## src/rtl/bin_to_bcd_seq_pkg.sv

```systemverilog
// Shared types and constants for the sequential binary-to-BCD converter.
package bin_to_bcd_seq_pkg;

  typedef enum logic [1:0] {
    ST_IDLE,
    ST_SHIFT,
    ST_FIN
  } state_t;

  localparam logic [3:0] BLANK_CODE = 4'hF;

  function automatic int cnt_width(input int w);
    return (w < 1) ? 1 : $clog2(w + 1);
  endfunction

endpackage

```

## src/rtl/bin_to_bcd_seq_add3.sv

```systemverilog
// Per-digit double-dabble correction: digits of 5..9 get +3 before the shift.
module bcd_add3_adj (
  input  logic [3:0] d,
  output logic [3:0] q
);

  always_comb begin
    q = d;
    if (d >= 4'd5) q = d + 4'd3;
  end

endmodule

```

## src/rtl/bin_to_bcd_seq.sv

```systemverilog
// Sequential shift-and-add-3 binary-to-BCD converter, one input bit per clock,
// with optional leading-zero blanking applied at result load.
module bin_to_bcd_seq
  import bin_to_bcd_seq_pkg::*;
#(
  parameter int W        = 16,
  parameter int DIGITS   = 5,
  parameter int BLANK_LZ = 1
) (
  input  logic                CLK,
  input  logic                RST,
  input  logic                START,
  input  logic [W-1:0]        BIN,
  output logic                BUSY,
  output logic                DONE,
  output logic [4*DIGITS-1:0] BCD,
  output logic                OVF
);

  localparam int CW = cnt_width(W);
  localparam int BW = 4 * DIGITS;

  state_t          state, state_nxt;
  logic [W-1:0]    bin_sr;
  logic [BW-1:0]   digit_sr;
  logic [BW-1:0]   digit_adj;
  logic [BW-1:0]   bcd_blank;
  logic            ovf_acc;
  logic [CW-1:0]   cnt;
  logic            done_r;
  logic [BW-1:0]   bcd_r;
  logic            ovf_r;
  logic            lead;

  for (genvar g = 0; g < DIGITS; g++) begin : g_adj
    bcd_add3_adj u_adj (
      .d (digit_sr[4*g +: 4]),
      .q (digit_adj[4*g +: 4])
    );
  end

  always_comb begin
    state_nxt = state;
    unique case (state)
      ST_IDLE:  if (START) state_nxt = ST_SHIFT;
      ST_SHIFT: if (cnt == CW'(1)) state_nxt = ST_FIN;
      ST_FIN:   state_nxt = ST_IDLE;
      default:  state_nxt = ST_IDLE;
    endcase
  end

  // Blank from the top digit down while everything above is still zero.
  always_comb begin
    bcd_blank = digit_sr;
    lead      = 1'b1;
    for (int unsigned i = DIGITS - 1; i >= 1; i--) begin
      if (lead && digit_sr[4*i +: 4] == 4'd0) bcd_blank[4*i +: 4] = BLANK_CODE;
      else lead = 1'b0;
    end
    if (BLANK_LZ == 0) bcd_blank = digit_sr;
  end

  always_ff @(posedge CLK) begin
    if (RST) begin
      state    <= ST_IDLE;
      bin_sr   <= '0;
      digit_sr <= '0;
      ovf_acc  <= 1'b0;
      cnt      <= '0;
      done_r   <= 1'b0;
      bcd_r    <= '0;
      ovf_r    <= 1'b0;
    end else begin
      state  <= state_nxt;
      done_r <= (state == ST_FIN);
      unique case (state)
        ST_IDLE: begin
          if (START) begin
            bin_sr   <= BIN;
            digit_sr <= '0;
            ovf_acc  <= 1'b0;
            cnt      <= CW'(W);
          end
        end
        ST_SHIFT: begin
          // Top adjusted bit leaves the digit chain and only feeds overflow.
          digit_sr <= {digit_adj[BW-2:0], bin_sr[W-1]};
          bin_sr   <= bin_sr << 1;
          ovf_acc  <= ovf_acc | digit_adj[BW-1];
          cnt      <= cnt - CW'(1);
        end
        ST_FIN: begin
          bcd_r <= bcd_blank;
          ovf_r <= ovf_acc;
        end
        default: ;
      endcase
    end
  end

  assign BUSY = (state != ST_IDLE);
  assign DONE = done_r;
  assign BCD  = bcd_r;
  assign OVF  = ovf_r;

endmodule

```

## config.mk

```make
export PLATFORM = sky130hd
export DESIGN_NAME = bin_to_bcd_seq
export DESIGN_NICKNAME = d
export VERILOG_FILES = /design/src/rtl/bin_to_bcd_seq_pkg.sv /design/src/rtl/bin_to_bcd_seq_add3.sv /design/src/rtl/bin_to_bcd_seq.sv
export SDC_FILE = /design/constraint.sdc
export NUM_CORES = 1
export LEC_CHECK = 0
export CELL_PAD_IN_SITES_DETAIL_PLACEMENT = 0
export CELL_PAD_IN_SITES_GLOBAL_PLACEMENT = 1
export CORE_MARGIN = 5
export CORE_UTILIZATION = 35
export CTS_CLUSTER_DIAMETER = 100
export DETAILED_ROUTE_END_ITERATION = 6
export PLACE_DENSITY = 0.7
export SLEW_MARGIN = 40
export SYNTH_ARGS = -nofsm -noshare
export SYNTH_HDL_FRONTEND = slang
export SYNTH_HIERARCHICAL = 1
export SYNTH_SLANG_ARGS = --single-unit
```

## constraint.sdc

```tcl
create_clock -name CLK -period 1.45 [get_ports CLK]
set_input_delay 0.29 -clock CLK [delete_from_list [all_inputs] [get_ports CLK]]
set_output_delay 0.29 -clock CLK [all_outputs]
set_load 0.02 [all_outputs]
```

==> results.toml <==
[detailed_routing]
routed_via_density = 5.08
wl_met2_mm = 4.04
finalWirelength_mm = 8.35
drt_iter0_markers = 88
m1WireLength_mm = 3.97
vias = 2968
drt_first_pass_iters = 4
final_antenna_net_count = 0
drc_errors = 0
routed-wl-met3_um = 218
topRoutingLayerUsed = "met4"
routedWlPerCell_um = 14.3

[clocking]
clk_path_buf_depth = 2
post_cts_buffers = 0
clock_latency_ps = 350
cts_tree = "yes"
cts_hold_buf = 0
clkTransAtPathRegs_ps = 70
cts.sinks = 66
htreeDepth = 3
cts-root-buf = "clkbuf_8"
cts_made_buffers = 9

[grt]
grt_pass1_wl_mm = 13.7
track_usage_pct = 15.1
grt_max_degree = 22
grt_pass1_vias = 2805
gr-total-overflow = 0
antenna_found_initial = 0

[yosys]
syn-cell-area_mm2 = 0.00323
synth_top_family_by_area = "compound AO/OA/AOI/OAI gates"
synth_adder_area_share_pct = 4.65
synthXorXnorAreaFrac_pct = 1.36
ys_async_sr_fraction_pct = 0
synthTopCellsByCount = "dfxtp_1 (66), nor2_1 (55), nand2_1 (36)"
synth_compound_area_share_pct = 24.4
synth_cell_types = 41
netlist.area_leader.share_pct = 40.9
yosysTopAreaCell = "dfxtp_1"
synth_warnings = 6
synth.area.top_cells = "dfxtp_1 (41%), nor2_1 (6.4%), a22o_1 (5.4%)"
synth_seq_area_share_pct = 40.9
synth.most_common_cell = "dfxtp_1"
muxShareOfSynthArea_pct = 1.86
yosys.area_share.simple_pct = 20.5
synth_edf_count = 0
syn-num-nets = 416
syn_avg_cell_area_um2 = 8.39
ys_ff_latch = 66
yosys_most_used_dff = "dfxtp_1"
synthCells = 385

[critical_path]
path_common_cell = "buf_6"
crit_path_start_kind = "flip-flop"
worstPathCellList = "buf_6, nor4_4, buf_4, buf_6, nand2_2, a211oi_1"
worstSetupPathType = "flip-flop to flip-flop"
r2r_start = "digit_sr[17]"
crit_start = "digit_sr[17]"
slowest_stage = "dfxtp_2"
critPathBufInv = 3
end_kind = "flip-flop"
crit_required_ps = 1710
cpPeakStageDelay_ps = 340
cp.arrival_ps = 1680
cp_top_family = "buffers and inverters"
worstPathMaxFanout = 6

[floorplan]
die_h_um = 106
num_io_pins = 42
fp-row-count = 35
die_w_um = 106
start_util_pct = 35.5
core_mm2 = 0.00911
die_area_mm2 = 0.0113

[timing]
hold_viol = 0
setup_viol = 0
drv_slew = 0
tns_ps = 0
rsz0062_at_grt = "yes"
holdWs_ps = 458
period_minus_slack_ps = 1420
layout_setup_ws_ps = 34.4
slew_headroom_pct = 72.5
skew_ps = 9.81
fmax_mhz = 706
period_share_pct = 97.6
worstMarginPinSlew_ps = 406

[pwr]
ir_drop_mv = 0.396
powerDensity_mw_per_mm2 = 914
cellLeakagePower_nw = 1.92

[layout]
syn2layout_area_growth_pct = 37.3
finalNetCount = 500
utilization_pct = 48.7
stdcell_area_mm2 = 0.00444
layout-drive-gt1-share_pct = 26.0
insertedDiodeCount = 0

[place]
port_buffers = 41
place.gp.congestion = 0.748
dp_slack_ps = -248
placed_area_mm2 = 0.00413
detailed_place_hpwl_mm = 5.85

[hold_path]
min_from = "BCD[0]"
hold_path_class = "flip-flop to flip-flop"

[run]
drv_cap = 0

[outcome]
status = "finished clean"
repair_timing:
| item | CTS | global route |
|---|---|---|
| endpoints found under the setup margin | 35 | 23 |
| gates resized for setup | 36 | 29 |
| pin swaps | 2 | 7 |
state kept, by name, summed over array words and instances, names as in the netlist:
signal and cells:
bin_sr 16, digit_sr 20, cnt 5, OVF 1, BCD 20, state 2
DONE 1, ovf_acc 1
worst paths after layout:
check / to / slack, ps / cells past startpoint
max: BCD[13] / 30 / 6
min: BCD[0] / 460 / 2
max reg2reg: BCD[13] / 30 / 6
min reg2reg: BCD[0] / 460 / 2
layout by cell type, fill, tap and decap left out, types with 12 or more instances in the layout:
cell / netlist / routed
buf_4: 0 / 51
nor2_1: 55 / 55
nand2_1: 36 / 35
a22o_1: 20 / 20
clkdlybuf4s50_1: 0 / 18
o221a_2: 12 / 12
dfxtp_1: 66 / 60
nor3_1: 13 / 13
a21oi_1: 32 / 31
inv_1: 28 / 25
dlygate4sd2_1: 0 / 22
cells by family (layout without fill, tap and decap cells):
group / after synthesis / count (layout)
DFF: 66 / 66
adders and majority gates: 12 / 12
AOI/OAI and AO/OA: 108 / 108
buffers and inverters: 51 / 139
muxes: 6 / 6
xor gates and xnor gates: 5 / 5
and+or+nand+nor: 137 / 137
layout make-up:
class,count,area [um^2]
Multi-Input combinational cell,268,1860
Inverter,28,105
Sequential cell,66,1330
Tap cell,111,139
Clock buffer,13,159
Timing Repair Buffer,96,830
Fill cell,915,4670
Clock inverter,2,12.5
worst min-delay path: stages (launching register included):
cell and delay, ps:
dfxtp_1 310, nand2_1 50, a21oi_1 50
power breakdown:
| group | internal [W] | switching [W] | total, W | leakage (nW) |
|---|---|---|---|---|
| clock network | 0.000703 | 0.000685 | 0.00139 | 0.0855 |
| logic | 0.000344 | 0.000336 | 0.000681 | 1.30 |
| registers | 0.00191 | 0.0000777 | 0.00199 | 0.540 |
| total | 0.00296 | 0.00110 | 0.00405 | 1.92 |
per-stage QoR:
step           total power [W]  std cells
2_1_floorplan          0.00241        385
3_3_place_gp           0.00268        569
3_5_place_dp           0.00269        569
4_1_cts                0.00409        584
5_1_grt                0.00428        584
6_report               0.00405        584
layer usage:
layer,vias up,GRT usage (%)
met5,-,0
met4,0,5.55
met3,13,3.22
met2,27,24.2
met1,1411,20.0
li1,1517,-
(Power assumes the default switching activity.)
